$ cat src/rtl/muldiv_unit.sv
// muldiv_unit: iterative signed/unsigned multiply/divide unit owning the HI/LO pair.
// Define MULDIV_FAST_MUL_EN for single-cycle MULT/MULTU; DIV/DIVU stay iterative.
module muldiv_unit #(
    parameter int WIDTH = 32
) (
    input  logic             clk,
    input  logic             reset,
    input  logic             start,
    input  logic [2:0]       op,
    input  logic [WIDTH-1:0] a,
    input  logic [WIDTH-1:0] b,
    input  logic             flush,
    output logic             busy,
    output logic             done,
    output logic [WIDTH-1:0] hi,
    output logic [WIDTH-1:0] lo
);
    localparam int CNTW = $clog2(WIDTH + 1);
    typedef enum logic [1:0] {IDLE, CALC, FIX} state_t;
    state_t             state_q, state_d;
    logic [CNTW-1:0]    cnt_q, cnt_d;
    logic [2*WIDTH-1:0] acc_q, acc_d;
    logic [WIDTH-1:0]   opb_q, opb_d, a_q, a_d, hi_q, hi_d, lo_q, lo_d;
    logic               is_div_q, is_div_d, bz_q, bz_d, negp_q, negp_d, negr_q, negr_d, done_q, done_d;
    logic               sgn, sa, sb;
    logic [WIDTH-1:0]   mag_a, mag_b, quo_fix, rem_fix;
    logic [WIDTH:0]     add_sum, sub_diff;
    logic [2*WIDTH-1:0] prod_fix;
    assign sgn = ~op[0];
    assign sa = sgn & a[WIDTH-1];
    assign sb = sgn & b[WIDTH-1];
    assign mag_a = sa ? -a : a;
    assign mag_b = sb ? -b : b;
    // Multiply: add multiplicand into upper half when LSB set, then shift right.
    assign add_sum = {1'b0, acc_q[2*WIDTH-1:WIDTH]} + (acc_q[0] ? {1'b0, opb_q} : '0);
    // Divide: trial-subtract divisor from the left-shifted partial remainder.
    assign sub_diff = acc_q[2*WIDTH-1:WIDTH-1] - {1'b0, opb_q};
    assign prod_fix = negp_q ? -acc_q : acc_q;
    assign quo_fix = negp_q ? -acc_q[WIDTH-1:0] : acc_q[WIDTH-1:0];
    assign rem_fix = negr_q ? -acc_q[2*WIDTH-1:WIDTH] : acc_q[2*WIDTH-1:WIDTH];
`ifdef MULDIV_FAST_MUL_EN
    logic [2*WIDTH-1:0] ext_a, ext_b, fast_prod;
    assign ext_a = {{WIDTH{sa | (sgn & a[WIDTH-1])}}, a};
    assign ext_b = {{WIDTH{sb | (sgn & b[WIDTH-1])}}, b};
    assign fast_prod = ext_a * ext_b;
`endif
    always_comb begin
        state_d = state_q;
        cnt_d = cnt_q;
        acc_d = acc_q;
        opb_d = opb_q;
        a_d = a_q;
        hi_d = hi_q;
        lo_d = lo_q;
        is_div_d = is_div_q;
        bz_d = bz_q;
        negp_d = negp_q;
        negr_d = negr_q;
        done_d = 1'b0;
        case (state_q)
            IDLE: if (start && !flush) begin
                if (op == 3'd4) hi_d = a;
                else if (op == 3'd5) lo_d = a;
`ifdef MULDIV_FAST_MUL_EN
                else if (op[2:1] == 2'b00) begin
                    {hi_d, lo_d} = fast_prod;
                    done_d = 1'b1;
                end
`endif
                else if (!op[2]) begin
                    state_d = CALC;
                    cnt_d = '0;
                    is_div_d = op[1];
                    acc_d = {{WIDTH{1'b0}}, mag_a};
                    opb_d = mag_b;
                    a_d = a;
                    bz_d = (b == '0);
                    negp_d = sa ^ sb;
                    negr_d = sa;
                end
            end
            CALC: begin
                acc_d = !is_div_q ? {add_sum, acc_q[WIDTH-1:1]} :
                        sub_diff[WIDTH] ? {acc_q[2*WIDTH-2:0], 1'b0} :
                        {sub_diff[WIDTH-1:0], acc_q[WIDTH-2:0], 1'b1};
                cnt_d = cnt_q + 1'b1;
                if (cnt_q == CNTW'(WIDTH - 1)) state_d = FIX;
            end
            default: begin
                state_d = IDLE;
                done_d = 1'b1;
                {hi_d, lo_d} = !is_div_q ? prod_fix : bz_q ? {a_q, {WIDTH{1'b1}}} : {rem_fix, quo_fix};
            end
        endcase
        if (flush && state_q != IDLE) begin
            state_d = IDLE;
            hi_d = hi_q;
            lo_d = lo_q;
            done_d = 1'b0;
        end
    end
    always_ff @(posedge clk or posedge reset) begin
        if (reset) begin
            state_q <= IDLE;
            cnt_q <= '0;
            acc_q <= '0;
            opb_q <= '0;
            a_q <= '0;
            hi_q <= '0;
            lo_q <= '0;
            is_div_q <= 1'b0;
            bz_q <= 1'b0;
            negp_q <= 1'b0;
            negr_q <= 1'b0;
            done_q <= 1'b0;
        end else begin
            state_q <= state_d;
            cnt_q <= cnt_d;
            acc_q <= acc_d;
            opb_q <= opb_d;
            a_q <= a_d;
            hi_q <= hi_d;
            lo_q <= lo_d;
            is_div_q <= is_div_d;
            bz_q <= bz_d;
            negp_q <= negp_d;
            negr_q <= negr_d;
            done_q <= done_d;
        end
    end
    assign busy = (state_q != IDLE);
    assign done = done_q;
    assign hi = hi_q;
    assign lo = lo_q;
endmodule
$ cat config.mk
export PLATFORM = sky130hd
export DESIGN_NAME = muldiv_unit
export DESIGN_NICKNAME = d
export VERILOG_FILES = /design/src/rtl/muldiv_unit.sv
export SDC_FILE = /design/constraint.sdc
export NUM_CORES = 1
export LEC_CHECK = 0
export ABC_CLOCK_PERIOD_IN_PS = 11800
export CAP_MARGIN = 5
export CORE_MARGIN = 10
export CORE_UTILIZATION = 60
export CTS_CLUSTER_DIAMETER = 40
export DETAILED_ROUTE_END_ITERATION = 7
export GPL_ROUTABILITY_DRIVEN = 0
export PLACE_DENSITY = 0.79
export SYNTH_ARGS = -nofsm -noshare
export SYNTH_HDL_FRONTEND = slang
export SYNTH_SLANG_ARGS = --single-unit
$ cat constraint.sdc
create_clock -name clk -period 11.8 [get_ports clk]
set_input_delay 1.77 -clock clk [delete_from_list [all_inputs] [get_ports clk]]
set_output_delay 1.77 -clock clk [all_outputs]
set_load 0.02 [all_outputs]
## Word-level counts from Yosys, hierarchy flattened

Index checks and enable logic that the tools add are counted.

- Memories: 0
- Word-level logic and storage cells: 93
- Bits of input ports: 71
- Bits in read-only memories: 0
- RAM bits: 0
- Register bits: 205
- Bits in latches: 0

- Magnitude comparators: 0
- Multipliers: 0
- Muxes and demuxes: 36
- Add/subtract/negate cells: 8
- Bitwise operators: 9
- Reductions and logical operators: 13
- Divide/modulo/power cells: 0
- Shift operators: 0
- Equal/unequal tests: 15

Operators by type and width:

| operator | count |
|---|---|
| $mux W64 | 9 |
| $mux W32 | 10 |
| $neg A32 Y32 | 4 |
| $pmux W32 S2 | 2 |
| $pmux W64 S2 | 1 |
| $neg A64 Y64 | 1 |
| $add A32 B32 Y33 | 1 |
| $sub A33 B32 Y33 | 1 |
| $logic_not A32 Y1 | 1 |
| $mux W6 | 4 |
| $reduce_and A5 Y1 | 4 |
| $ne A3 B3 Y1 const B | 5 |
| $mux W2 | 6 |
| $ne A2 B2 Y1 const B | 6 |
| $pmux W6 S2 | 1 |
| $add A6 B1 Y6 const B | 1 |
| $eq A3 B3 Y1 const B | 2 |
| $eq A6 B5 Y1 const B | 1 |
| $not A1 Y1 | 6 |
| $pmux W2 S2 | 1 |
| $reduce_and A4 Y1 | 1 |
| $reduce_bool A2 Y1 | 2 |
| $and A1 B1 Y1 | 2 |
| $eq A2 B1 Y1 const B | 1 |
| 6 further kinds | 8 |

## Depth between registers and ports, before layout

Gate-level depths: netlist of the first run.

- Depth in word-level cells: 8
- Depth in mapped cells: 14
- Mapped depth without buffers: 13

## Worst setup path after synthesis of the first run

OpenSTA, ideal clock, no wires.

- Path type: input -> register
- Start: in a[11]
- End: reg acc_q[26]
- Arrival time: 3.924 ns
- Slack: 7.743 ns
- Buffers on the path: 1
- Stages: 10
- Library setup time: 0.133 ns
- Path through: clkbuf_1 -> or4_1 -> nor4_1 -> nor4b_1 -> and3_1 -> a31oi_1 -> xnor2_1 -> nand2_1 -> o211ai_1 -> o21ai_0

- Word-level cells in the longest chain between the ends: 7

RTL lines:

| element | line | RTL |
|---|---|---|
| start, declared | 10 | `input logic [WIDTH-1:0] a,` |
| $neg A32 Y32 | 32 | `assign mag_a = sa ? -a : a;` |
| $mux W32 | 32 |  |
| $mux W64 | 70 | `else if (!op[2]) begin` |
| $mux W64 | 63 | `else if (op == 3'd5) lo_d = a;` |
| $mux W64 | 62 | `if (op == 3'd4) hi_d = a;` |
| $mux W64 | 61 | `IDLE: if (start && !flush) begin` |
| $pmux W64 S2 | 60 | `case (state_q)` |
| end signal, assigned | 106 | `acc_q <= '0;` |
| end signal, assigned | 119 | `acc_q <= acc_d;` |
| end, declared | 22 | `logic [2*WIDTH-1:0] acc_q, acc_d;` |

Every way passes these cells. The select of a mux whose other input is x is not followed.
A chain may end at the register's enable or synchronous reset.

## Worst setup path in the final report of the first run

- Start: reg acc_q[0]
- End: reg acc_q[63]

- Word-level cells in the longest chain between the ends: 4

RTL lines:

| element | line | RTL |
|---|---|---|
| $mux W32 | 35 | `assign add_sum = {1'b0, acc_q[2*WIDTH-1:WIDTH]} + (acc_q[0] ? {1'b0, opb_q} : '0);` |
| $add A32 B32 Y33 | 35 |  |
| $mux W64 | 83 | `acc_d = !is_div_q ? {add_sum, acc_q[WIDTH-1:1]} :` |
| $pmux W64 S2 | 60 |  |

Every way passes these cells.

==> metrics.md, run 1 <==
| Metric | Value |
|---|---|
| Critical path origin | `acc_q[0]$_DFFE_PP0P_` |
| Number of synthesized register bits | `205` |
| Final-layout setup total negative slack | `0 ns` |
| Synthesized instance count | `2087` |
| Async set-or-reset flop fraction in the synthesized netlist | `1.00` |
| Highest attainable clock frequency | `0.201 GHz` |
| DRC errors left | `0` |
| Aggregate global routing overflow | `0` |
| Slew at the pin closest to its max-slew limit | `1.26 ns` |
| Number of enable-type register cells in the synthesized netlist | `0` |
| R2r startpoint | `acc_q[0]$_DFFE_PP0P_` |
| Most frequent cells after synthesis | `301 x sky130_fd_sc_hd__nand2_1, 247 x sky130_fd_sc_hd__o21ai_0, 205 x sky130_fd_sc_hd__dfrtp_1, 126 x sky130_fd_sc_hd__a21oi_1, 125 x sky130_fd_sc_hd__nor2_1` |
| Vias in the first global route | `15800` |
| Required time of the worst setup path | `12.23 ns` |
| Max cap viols | `0` |
| Sequential cell fraction of total power | `0.270` |
| Library cell contributing the largest single delay on the critical path | `sky130_fd_sc_hd__a2111oi_0` |
| Net count after synthesis | `2229` |
| Leading post-synthesis cells by cell area | `sky130_fd_sc_hd__dfrtp_1 31%, sky130_fd_sc_hd__o21ai_0 7.5%, sky130_fd_sc_hd__nand2_1 6.9%` |
| Ports placed on the boundary | `137` |
| Total detailed-routing wirelength | `around 53000 µm` |
| Number of inserted diodes | `0` |
| Post-CTS Setup Bufs | `0` |
| Count of routing violations after the opening detailed-route iteration | `1873` |
| Global-route wire length before repair | `83400 µm` |
| Ratio of final minimum period to clock period | `0.421` |
| Clock Skew | `0.0222 ns` |
| Portion of netlist area occupied by mux cells | `0.0415` |
| Number of endpoints with negative hold slack in the final report | `0` |
| Parity-gate share of the synthesized area counting xor and xnor cells | `0.0919` |
| Post-synthesis instance area | `0.0164 mm²` |
| Class of the worst hold path | `register to register` |
| Dpl cells | `2438` |
| Result of the run | `finished clean` |
| Final-report setup violation count | `0` |
| Count of unique library cells instantiated by Yosys | `76` |
| Relative slew slack | `0.141` |
| Net switching component of the power | `1.94 mW` |
| Sum of buffers and inverters on the critical path | `1` |
| Dominant combinational cell family by area after synthesis | `compound AO/OA/AOI/OAI gates` |
| Cell family with most CP delay | `compound AO/OA/AOI/OAI gates` |
| Final critical-path required period | `4.97 ns` |
| Portion of the post-synthesis area used by sequential elements | `0.313` |
| H-tree depth | `2` |
| Skew-Pair Late Insertion Delay | `~0.52 ns` |
| Filler instances | `approximately 2200` |
| TritonCTS clock tree | `done` |
| Fin cells | `2500` |
| Power density over cell area | `237 mW/mm²` |
| Final max-slew violation count | `0` |
| Vias post-DR | `about 17000` |
| DIE AREA | `0.0343 mm²` |
| Global-route usage over all layers | `0.299` |
| Clk network pwr share | `0.249` |
| Area of the placeable core | `around 0.027 mm²` |
| DIE WIDTH | `about 190 µm` |
| Detailed-route vias per instance | `6.61` |
| Number of nets still failing antenna checks after routing | `0` |
| Leading area contributor after synthesis | `sky130_fd_sc_hd__dfrtp_1` |
| Sequence of cells on the critical path | `inv_1 -> nor2_1 -> ha_1 -> nor2b_1 -> o31a_1 -> o211ai_1 -> a2111oi_0 -> a21boi_0 -> a31oi_1 -> nand2b_1 -> a211o_1 -> a22oi_1` |
| Avg WL per Cell | `approximately 21 µm` |
| Clock slew seen by the registers of the worst setup and hold paths | `0.05 ns` |
| Kind of end point of the critical path | `register` |
| Area post-placement | `0.0178 mm²` |
| Number of placement rows | `60` |
| Critical path startpoint category | `register` |
| Fin area | `0.0191 mm²` |
| Compound-gate portion of the synthesized area | `0.251` |
| Area used by sequential logic in the layout | `0.00513 mm²` |
| Setup CP Type | `register to register` |
| Average cell area after synthesis | `7.86 µm²` |
| CTS Root Buffer Type | `sky130_fd_sc_hd__clkbuf_16` |
| Reported leakage power | `8.15 nW` |
| Initial antenna violation count | `0` |
| Total clock buffers created by CTS | `36` |
| Warning count from the yosys run | `0` |
| Maximum number of pins on one net before global-route repair | `136` |
| Relative contribution of combinational cells to total power | `0.481` |
| Unrepaired setup endpoints after global routing | `false` |
| CTS hold repair buffers | `0` |
| Worst hold slack | `0.474 ns` |
| Detailed placement HPWL | `37500 µm` |
| Worst Path Arrival | `5.39 ns` |
| Largest voltage drop on the vdd net | `0.108 mV` |
| Fraction of the mapped netlist area in simple logic gates | `0.199` |
| Critical Path Fanout Max | `32` |
| Height of the chip | `185 µm` |
| Proportion of netlist area held by the largest area contributor | `0.313` |
| Count of cells resized by post-cts repair | `0` |
| Adder and majority cell fraction of the synthesized area | `0.0551` |
| Count of input and output buffers | `136` |
| Most frequent cell after synthesis | `sky130_fd_sc_hd__nand2_1` |
| Dpl ws | `6.75 ns` |
| Initial core utilization | `0.608` |
| Net Sw Frac | `0.429` |
| Iteration count of the initial detailed-routing pass | `6` |
| Relative area change from synthesis to final layout | `16.4%` |
| Synth Flop Type | `sky130_fd_sc_hd__dfrtp_1` |
| Start point of the worst hold path | `lo[16]$_DFFE_PP0P_` |
| Maximum single-stage delay on the critical path | `1.09 ns` |
| Setup slack after layout | `6.83 ns` |
| Final #Nets | `2277` |
| Area taken by multi-input logic gates | `0.0105 mm²` |
| Clock Sinks | `205` |
| Internal cell power | `~2.6 mW` |
| Fraction of final layout cells sized beyond drive strength 1 | `0.0533` |
| Maximum number of buffers from clock root to sink | `3` |
per-stage QoR:
step / total power, mW / utilization
2_1_floorplan: 2.69 / -
3_5_place_dp: 3.33 / 0.661
3_3_place_gp: 3.27 / 0.661
6_report: 4.52 / 0.708
4_1_cts: 4.46 / 0.708
5_1_grt: 4.78 / 0.708
final timing paths:
kind | end | slack, ns | cells past startpoint
worst min register to register | lo[16]$_DFFE_PP0P_ | 0.47 | 2
worst max-delay path | acc_q[63]$_DFFE_PP0P_ | 6.83 | 12
worst max register to register | acc_q[63]$_DFFE_PP0P_ | 6.83 | 12
min in group asynchronous | hi[10]$_DFFE_PP0P_ | 1.84 | 2
max in group asynchronous | is_div_q$_DFFE_PP0P_ | 8.35 | 3
worst min-delay path | lo[16]$_DFFE_PP0P_ | 0.47 | 2
layout by cell type, fill, tap and decap left out, types with 5 or more instances in the layout:
| cell type | netlist | layout |
|---|---|---|
| sky130_fd_sc_hd__a211oi_1 | 8 | 8 |
| sky130_fd_sc_hd__a21o_1 | 39 | 39 |
| sky130_fd_sc_hd__a21oi_1 | 126 | 126 |
| sky130_fd_sc_hd__a22oi_1 | 15 | 15 |
| sky130_fd_sc_hd__a31oi_1 | 25 | 25 |
| sky130_fd_sc_hd__and2_1 | 10 | 10 |
| sky130_fd_sc_hd__and3_1 | 22 | 22 |
| sky130_fd_sc_hd__buf_4 | 1 | 18 |
| sky130_fd_sc_hd__bufinv_16 | 0 | 7 |
| sky130_fd_sc_hd__clkbuf_16 | 0 | 37 |
| sky130_fd_sc_hd__clkdlybuf4s50_1 | 0 | 136 |
| sky130_fd_sc_hd__clkinv_4 | 0 | 5 |
| sky130_fd_sc_hd__dfrtp_1 | 205 | 204 |
| sky130_fd_sc_hd__ha_1 | 69 | 69 |
| sky130_fd_sc_hd__inv_1 | 65 | 64 |
| sky130_fd_sc_hd__mux2i_1 | 68 | 68 |
| sky130_fd_sc_hd__nand2_1 | 301 | 300 |
| sky130_fd_sc_hd__nand2b_1 | 23 | 22 |
| sky130_fd_sc_hd__nand3_1 | 50 | 50 |
| sky130_fd_sc_hd__nand3b_1 | 7 | 7 |
| sky130_fd_sc_hd__nand4_1 | 11 | 11 |
| sky130_fd_sc_hd__nor2_1 | 125 | 121 |
| sky130_fd_sc_hd__nor2b_1 | 14 | 14 |
| sky130_fd_sc_hd__nor3_1 | 40 | 40 |
| sky130_fd_sc_hd__nor4_1 | 13 | 13 |
| sky130_fd_sc_hd__o211ai_1 | 41 | 41 |
| sky130_fd_sc_hd__o21a_1 | 10 | 10 |
| sky130_fd_sc_hd__o21ai_0 | 247 | 247 |
| sky130_fd_sc_hd__o21bai_1 | 8 | 8 |
| sky130_fd_sc_hd__o221ai_1 | 6 | 6 |
| sky130_fd_sc_hd__o22ai_1 | 46 | 46 |
| sky130_fd_sc_hd__o31ai_1 | 33 | 33 |
| sky130_fd_sc_hd__o41ai_1 | 13 | 13 |
| sky130_fd_sc_hd__or2_2 | 13 | 13 |
| sky130_fd_sc_hd__or3_1 | 29 | 29 |
| sky130_fd_sc_hd__or4_1 | 15 | 15 |
| sky130_fd_sc_hd__xnor2_1 | 124 | 124 |
| sky130_fd_sc_hd__xor2_1 | 48 | 48 |
final cells by class:
type                    count  share of cell area
multi-input cells        1673               0.550
flip-flops and latches    205               0.269
repair buffers            154              0.0784
clock buffers              42              0.0510
well taps                 341              0.0223
clock inverters            20              0.0163
inverters                  65              0.0132
worst min-delay path, stage by stage (launching register included):
cell and delay [ns]:
sky130_fd_sc_hd__dfrtp_1 0.34, sky130_fd_sc_hd__nand2_1 0.04, sky130_fd_sc_hd__o21ai_0 0.06
power groups by stage:
stage          Clock [mW]  Combinational [mW]  Sequential [mW]
4_1_cts              1.13                2.13             1.20
6_report             1.12                2.17             1.22
5_1_grt              1.16                2.37             1.24
2_1_floorplan           0                1.56             1.14
3_5_place_dp            0                2.11             1.21
3_3_place_gp            0                2.06             1.21
layer usage:
layer | part of all wire | track usage | up-vias
met1 | 0.39 | 0.372 | 7729
met4 | 0.054 | 0.162 | 0
met5 | 0 | 0 | -
li1 | - | - | 7604
met3 | 0.098 | 0.0476 | 224
met2 | 0.46 | 0.489 | 962
kinds of logic (layout without fill, tap and decap cells):
group,Yosys count,after routing
and+or+nand+nor,692,692
AOI/OAI and AO/OA,670,670
buffers and inverters,209,281
DFF,205,205
xor gates and xnor gates,172,172
adders and majority gates,71,71
muxes,68,68
sequential cells by signal, indices dropped and copies added, names as in the netlist:
signal / flops
acc_q: 64
a_q: 32
hi: 32
lo: 32
opb_q: 32
cnt_q: 6
state_q: 2
bz_q: 1
done: 1
is_div_q: 1
negp_q: 1
negr_q: 1
Note: power is estimated with default switching activity, not from simulation.
==> inputs of run 2 (changes only) <==
- ABC_CLOCK_PERIOD_IN_PS: 11800 -> 4300
- CORE_UTILIZATION: 60 -> 54
- PLACE_DENSITY: 0.79 -> 0.75
- clock period: 11.8 -> 4.3 ns (I/O delays scaled with it)
==> metrics.md, run 2 (synthesized netlist as in run 1, its figures left out) <==
| Metric | Value |
|---|---|
| Result of the run | `finished clean` |
| Sequential cell fraction of total power | `0.250 (-0.020)` |
| Global-route usage over all layers | `0.277 (-0.0227)` |
| Area of the placeable core | `0.0298 mm² (+11%)` |
| Worst Path Arrival | `4.19 ns (-1.20 ns)` |
| Internal cell power | `7.39 mW (+190%)` |
| Setup slack after layout | `0.472 ns (-6.36 ns)` |
| Sum of buffers and inverters on the critical path | `2 (+1)` |
| Cell family with most CP delay | `compound AO/OA/AOI/OAI gates` |
| Reg with most FFs | `acc_q` |
| Reported leakage power | `8.41 nW (+3.2%)` |
| Number of endpoints with negative hold slack in the final report | `0 (unchanged)` |
| DIE AREA | `0.0377 mm² (+9.9%)` |
| Cells on Worst Hold Path | `2 (unchanged)` |
| Fraction of final layout cells sized beyond drive strength 1 | `0.0735 (+0.0203)` |
| Final-layout setup total negative slack | `0 ns (unchanged)` |
| H-tree depth | `2 (unchanged)` |
| Count of cells resized by post-cts repair | `0 (unchanged)` |
| Ratio of final minimum period to clock period | `0.890 (+0.469)` |
| Setup CP Type | `register to register` |
| CTS hold repair buffers | `0 (unchanged)` |
| Iteration count of the initial detailed-routing pass | `6 (unchanged)` |
| Post-CTS Setup Bufs | `0 (unchanged)` |
| Worst r2r path cells | `13 (+1)` |
| Relative contribution of combinational cells to total power | `0.487 (+0.006)` |
| Aggregate global routing overflow | `0 (unchanged)` |
| Number of placement rows | `63 (+5.0%)` |
| Fin cells | `2593 (+3.7%)` |
| Relative slew slack | `0.242 (+0.102)` |
| Final-report setup violation count | `0 (unchanged)` |
| Skew-Pair Late Insertion Delay | `0.53 ns (about the same)` |
| Initial antenna violation count | `0 (unchanged)` |
| Relative area change from synthesis to final layout | `19.4%` |
| Final critical-path required period | `3.83 ns (-1.14 ns)` |
| Number of inserted diodes | `0 (unchanged)` |
| Net switching component of the power | `5.40 mW (+180%)` |
| Area post-placement | `0.0182 mm² (+2.0%)` |
| Cell depth of the worst setup path | `13 (+1)` |
| Library cell contributing the largest single delay on the critical path | `sky130_fd_sc_hd__a2111oi_0` |
| Flip-flop count of the largest register, all copies and words added | `64 (unchanged)` |
| Count of routing violations after the opening detailed-route iteration | `1780 (-5.0%)` |
| TritonCTS clock tree | `done` |
| DRC errors left | `0 (unchanged)` |
| Total clock buffers created by CTS | `37 (+2.8%)` |
| Global-route wire length before repair | `87200 µm (+4.5%)` |
| Maximum single-stage delay on the critical path | `0.52 ns (-0.57 ns)` |
| Ports placed on the boundary | `137 (unchanged)` |
| Vias in the first global route | `16000 (+1.7%)` |
| Vias post-DR | `16700 (+1.3%)` |
| Sequence of cells on the critical path | `inv_1 -> ha_1 -> fa_1 -> nand2b_1 -> a21o_1 -> a2111oi_0 -> o21ai_0 -> a211oi_1 -> nor3_1 -> nor2_2 -> buf_4 -> mux2i_1 -> o221ai_1` |
| Unrepaired setup endpoints after global routing | `false` |
| Kind of end point of the critical path | `register` |
| Dpl ws | `0.398 ns (-6.36 ns)` |
| Total detailed-routing wirelength | `54900 µm (+3.7%)` |
| Detailed-route vias per instance | `6.45 (-2.4%)` |
| Number of nets still failing antenna checks after routing | `0 (unchanged)` |
| CTS Root Buffer Type | `sky130_fd_sc_hd__clkbuf_16` |
| Largest voltage drop on the vdd net | `0.398 mV (+270%)` |
| Clock slew seen by the registers of the worst setup and hold paths | `0.05 ns (about the same)` |
| Fin area | `0.0196 mm² (+2.6%)` |
| Detailed placement HPWL | `38800 µm (+3.3%)` |
| Clk network pwr share | `0.263 (+0.014)` |
| Final max-slew violation count | `0 (unchanged)` |
| Final #Nets | `2316 (+1.7%)` |
| Initial core utilization | `0.550 (-0.0581)` |
| Clock Skew | `0.0155 ns (-0.00662 ns)` |
| Clock Sinks | `205 (unchanged)` |
| Dpl cells | `2525 (+3.6%)` |
| Highest attainable clock frequency | `0.261 GHz (+30%)` |
| Class of the worst hold path | `register to register` |
| Most frequent standard cell in the layout excluding fill and tap cells | `sky130_fd_sc_hd__nand2_1` |
| Height of the chip | `194 µm (+4.8%)` |
| Net Sw Frac | `0.422 (-0.00688)` |
| DIE WIDTH | `194 µm (+4.8%)` |
| Critical path startpoint category | `register` |
| Critical Path Fanout Max | `19 (-41%)` |
| Max cap viols | `0 (unchanged)` |
| Power density over cell area | `653 mW/mm² (+180%)` |
| Count of input and output buffers | `136 (unchanged)` |
| Maximum number of buffers from clock root to sink | `3 (unchanged)` |
| Avg WL per Cell | `21.2 µm (about the same)` |
| Maximum number of pins on one net before global-route repair | `123 (-9.6%)` |
| Slew at the pin closest to its max-slew limit | `1.13 ns (-0.122 ns)` |
| Commonest cells after routing, fill and taps aside | `299 x sky130_fd_sc_hd__nand2_1, 247 x sky130_fd_sc_hd__o21ai_0, 204 x sky130_fd_sc_hd__dfrtp_1` |
| Worst hold slack | `0.470 ns (-0.00382 ns)` |
| Required time of the worst setup path | `4.66 ns (-7.57 ns)` |
[run 2: metrics by stage]
| step | util | power [mW] |
|---|---|---|
| finish | 0.657 | 12.8 |
| floorplan | - | 7.39 |
| global route | 0.657 | 13.5 |
| global placement | 0.610 | 9.07 |
| CTS | 0.657 | 12.6 |
| detailed placement | 0.610 | 9.23 |
[run 2: final cells by class]
cell class	count	area [µm²]
multi-input cells	1673	10500
fillers	2512	10200
flip-flops and latches	205	5130
repair buffers	192	1790
clock buffers	43	1030
well taps	390	488
clock inverters	25	392
inverters	65	248
[run 2: path summary, 6_finish.rpt]
kind / slack, ns / startpoint / end
worst max-delay path: 0.47 / acc_q[31]$_DFFE_PP0P_ / acc_q[47]$_DFFE_PP0P_
worst min-delay path: 0.47 / a_q[5]$_DFFE_PP0P_ / a_q[5]$_DFFE_PP0P_
worst max register to register: 0.47 / acc_q[31]$_DFFE_PP0P_ / acc_q[47]$_DFFE_PP0P_
max in group asynchronous: 2.94 / reset / is_div_q$_DFFE_PP0P_
min in group asynchronous: 0.64 / reset / hi[5]$_DFFE_PP0P_
worst min register to register: 0.47 / a_q[5]$_DFFE_PP0P_ / a_q[5]$_DFFE_PP0P_
[run 2: power by group through the flow]
stage	combinational (mW)	sequential [mW]	clock (mW)
2_1_floorplan	4.27	3.12	0
3_3_place_gp	5.91	3.17	0
3_5_place_dp	6.04	3.19	0
4_1_cts	6.10	3.17	3.38
5_1_grt	6.79	3.27	3.46
6_report	6.23	3.20	3.36
[run 2: metal layers]
| metal | routed length (µm) | share of wire | global-route usage | up-vias |
|---|---|---|---|---|
| met5 | 0 | 0 | 0 | - |
| met4 | 2650 | 0.048 | 0.133 | 0 |
| met3 | 5230 | 0.095 | 0.0444 | 206 |
| met2 | 24600 | 0.45 | 0.442 | 948 |
| met1 | 22400 | 0.41 | 0.357 | 7876 |
| li1 | - | - | - | 7698 |
[run 2: worst register-to-register path, cell delays in order (launching register included)]
cell	delay, ns
sky130_fd_sc_hd__dfrtp_1	0.35
sky130_fd_sc_hd__inv_1	0.06
sky130_fd_sc_hd__ha_1	0.23
sky130_fd_sc_hd__fa_1	0.39
sky130_fd_sc_hd__nand2b_1	0.19
sky130_fd_sc_hd__a21o_1	0.18
sky130_fd_sc_hd__a2111oi_0	0.52
sky130_fd_sc_hd__o21ai_0	0.24
sky130_fd_sc_hd__a211oi_1	0.45
sky130_fd_sc_hd__nor3_1	0.19
sky130_fd_sc_hd__nor2_2	0.16
sky130_fd_sc_hd__buf_4	0.34
sky130_fd_sc_hd__mux2i_1	0.23
sky130_fd_sc_hd__o221ai_1	0.12
==> inputs of run 3 (changes only) <==
- CORE_MARGIN: 10 -> 5
==> metrics.md, run 3 (synthesized netlist as in run 1, its figures left out) <==
| Metric | Value |
|---|---|
| Result of the run | `finished clean` |
| Number of inserted diodes | `0 (unchanged)` |
| Iteration count of the initial detailed-routing pass | `5 (-1)` |
| Dpl cells | `2524 (-0.040%)` |
| Maximum number of pins on one net before global-route repair | `77 (-37%)` |
| Slack of the worst reg-to-reg path | `0.41 ns (-0.06 ns)` |
| Critical Path Fanout Max | `12 (-7)` |
| Internal cell power | `6.91 mW (-6.5%)` |
| Final-report setup violation count | `0 (unchanged)` |
| Net switching component of the power | `5.34 mW (-1.1%)` |
| Final-layout setup total negative slack | `0 ns (unchanged)` |
| Fin cells | `2589 (-0.15%)` |
| H-tree depth | `2 (unchanged)` |
| Clock Skew | `0.0396 ns (+0.0240 ns)` |
| Slew at the pin closest to its max-slew limit | `1.11 ns (-0.0274 ns)` |
| Unrepaired setup endpoints after global routing | `false` |
| Relative slew slack | `0.261 (+0.0183)` |
| Worst Path Arrival | `4.30 ns (+0.11 ns)` |
| Total detailed-routing wirelength | `53600 µm (-2.4%)` |
| Endpoint of the lowest-slack register-to-register path | `acc_q[33]$_DFFE_PP0P_` |
| Initial antenna violation count | `0 (unchanged)` |
| Number of placement rows | `63 (unchanged)` |
| Total clock buffers created by CTS | `37 (unchanged)` |
| Setup CP Type | `register to register` |
| Reg with most FFs | `acc_q` |
| Class of the worst hold path | `register to register` |
| Max cap viols | `0 (unchanged)` |
| Number of endpoints with negative hold slack in the final report | `0 (unchanged)` |
| DIE AREA | `0.0340 mm² (-10%)` |
| Flip-flop count of the largest register, all copies and words added | `64 (unchanged)` |
| Initial core utilization | `0.550 (unchanged)` |
| Critical path startpoint category | `register` |
| Required time of the worst setup path | `4.71 ns (+0.05 ns)` |
| Net Sw Frac | `0.436 (+0.0138)` |
| Clock slew seen by the registers of the worst setup and hold paths | `0.06 ns (about the same)` |
| Final max-slew violation count | `0 (unchanged)` |
| Power density over cell area | `631 mW/mm² (-3.4%)` |
| TritonCTS clock tree | `done` |
| Worst r2r path cells | `11 (-2)` |
| DRC errors left | `0 (unchanged)` |
| Aggregate global routing overflow | `0 (unchanged)` |
| Reported leakage power | `8.32 nW (-1.1%)` |
| Count of routing violations after the opening detailed-route iteration | `1670 (-6.2%)` |
| Ratio of final minimum period to clock period | `0.904 (+0.0137)` |
| Vias post-DR | `16700 (+0.018%)` |
| Global-route wire length before repair | `83700 µm (-4.0%)` |
| Commonest cells after routing, fill and taps aside | `299 x sky130_fd_sc_hd__nand2_1, 247 x sky130_fd_sc_hd__o21ai_0, 204 x sky130_fd_sc_hd__dfrtp_1` |
| Kind of end point of the critical path | `register` |
| Final #Nets | `2315 (-0.043%)` |
| Cells on Worst Hold Path | `2 (unchanged)` |
| Skew-Pair Late Insertion Delay | `0.54 ns (about the same)` |
| R2r startpoint | `acc_q[32]$_DFFE_PP0P_` |
| Detailed-route vias per instance | `6.46 (+0.17%)` |
| Area of the placeable core | `0.0298 mm² (unchanged)` |
| Start point of the worst hold path | `a_q[5]$_DFFE_PP0P_` |
| Detail Route met2 WL | `24200 µm (-1.5%)` |
| Largest voltage drop on the vdd net | `0.340 mV (-15%)` |
| Sequential cell fraction of total power | `0.262 (+0.012)` |
| Detailed placement HPWL | `38700 µm (-0.25%)` |
| DIE WIDTH | `184 µm (-5.1%)` |
| Global-route usage over all layers | `0.304 (+0.0273)` |
| Number of nets still failing antenna checks after routing | `0 (unchanged)` |
| Met1 routed wirelength after detailed routing | `21500 µm (-4.0%)` |
| Highest attainable clock frequency | `0.257 GHz (-1.5%)` |
| CTS Root Buffer Type | `sky130_fd_sc_hd__clkbuf_16` |
| Height of the chip | `184 µm (-5.1%)` |
| Count of input and output buffers | `136 (unchanged)` |
| Avg WL per Cell | `20.7 µm (-2.3%)` |
| Ports placed on the boundary | `137 (unchanged)` |
| Vias in the first global route | `15900 (-1.1%)` |
| Met3 Wirelength | `5320 µm (+1.6%)` |
| Relative area change from synthesis to final layout | `18.4%` |
| Clock Sinks | `205 (unchanged)` |
| Clk network pwr share | `0.234 (-0.029)` |
| Relative contribution of combinational cells to total power | `0.504 (+0.017)` |
| Maximum number of buffers from clock root to sink | `3 (unchanged)` |
| Final critical-path required period | `3.89 ns (+0.0587 ns)` |
| Min-Delay Endpoint | `a_q[5]$_DFFE_PP0P_` |
| Most frequent standard cell in the layout excluding fill and tap cells | `sky130_fd_sc_hd__nand2_1` |
| Fraction of final layout cells sized beyond drive strength 1 | `0.0705 (-0.00305)` |
| DR top layer | `met4` |
run 3: power groups by stage:
| stage | sequential (mW) | clock [mW] | combinational (mW) |
|---|---|---|---|
| 6_report | 3.21 | 2.87 | 6.17 |
| 5_1_grt | 3.28 | 2.98 | 6.72 |
| 4_1_cts | 3.18 | 2.89 | 6.05 |
| 3_5_place_dp | 3.21 | 0 | 6.01 |
| 3_3_place_gp | 3.18 | 0 | 5.87 |
| 2_1_floorplan | 3.12 | 0 | 4.27 |
run 3: timing repair:
item / 4_1_cts / 5_1_grt
setup endpoints to repair: 0 / 5
gates resized for setup: 0 / 1
hold buffers: 0 / 0
setup buffers: 0 / 0
run 3: worst max-delay path by stage:
stage	slack [ns]	endpoint	cells past startpoint	from
floorplan	0.63	acc_q[52]$_DFFE_PP0P_	14	acc_q[31]$_DFFE_PP0P_
global placement	0.45	acc_q[33]$_DFFE_PP0P_	11	acc_q[32]$_DFFE_PP0P_
detailed placement	0.31	acc_q[33]$_DFFE_PP0P_	11	acc_q[32]$_DFFE_PP0P_
CTS	0.31	acc_q[33]$_DFFE_PP0P_	11	acc_q[32]$_DFFE_PP0P_
global route	0.006	acc_q[42]$_DFFE_PP0P_	12	acc_q[32]$_DFFE_PP0P_
finish	0.41	acc_q[33]$_DFFE_PP0P_	11	acc_q[32]$_DFFE_PP0P_
run 3: worst max-delay path, stage by stage, from the launching register on:
cell and delay (ns):
sky130_fd_sc_hd__dfrtp_1 0.50, sky130_fd_sc_hd__inv_1 0.14, sky130_fd_sc_hd__fa_1 0.45, sky130_fd_sc_hd__nand2b_1 0.19, sky130_fd_sc_hd__a21o_1 0.18, sky130_fd_sc_hd__a2111oi_0 0.51
sky130_fd_sc_hd__o21ai_0 0.23, sky130_fd_sc_hd__a211oi_1 0.44, sky130_fd_sc_hd__o21ai_0 0.35, sky130_fd_sc_hd__nand2_2 0.37, sky130_fd_sc_hd__o21ai_0 0.13, sky130_fd_sc_hd__a221o_1 0.32
run 3: stage by stage:
| stage | util | power [mW] | setup WS [ns] | hold WS, ns | cell area, µm² |
|---|---|---|---|---|---|
| finish | 0.652 | 12.2 | 0.414 | 0.470 | 19400 |
| global route | 0.652 | 13.0 | 0.00622 | 0.492 | 19400 |
| CTS | 0.652 | 12.1 | 0.307 | 0.475 | 19400 |
| detailed placement | 0.611 | 9.21 | 0.306 | 0.458 | 18200 |
| global placement | 0.611 | 9.05 | 0.454 | 0.454 | 18200 |
| floorplan | - | 7.39 | 0.629 | 0.440 | 16400 |
run 3: metal layers:
metal  vias up  GRT usage
li1       7697          -
met1      7896      0.396
met2       957      0.494
met3       181     0.0553
met4         0      0.138
met5         -          0
run 3: final cells by class:
type                            count  area (µm²)
Tap cell                          390         488
Inverter                           65         248
Multi-Input combinational cell   1673       10500
Clock buffer                       45        1030
Sequential cell                   205        5130
Timing Repair Buffer              191        1820
Clock inverter                     20         191
Fill cell                        2511       10400
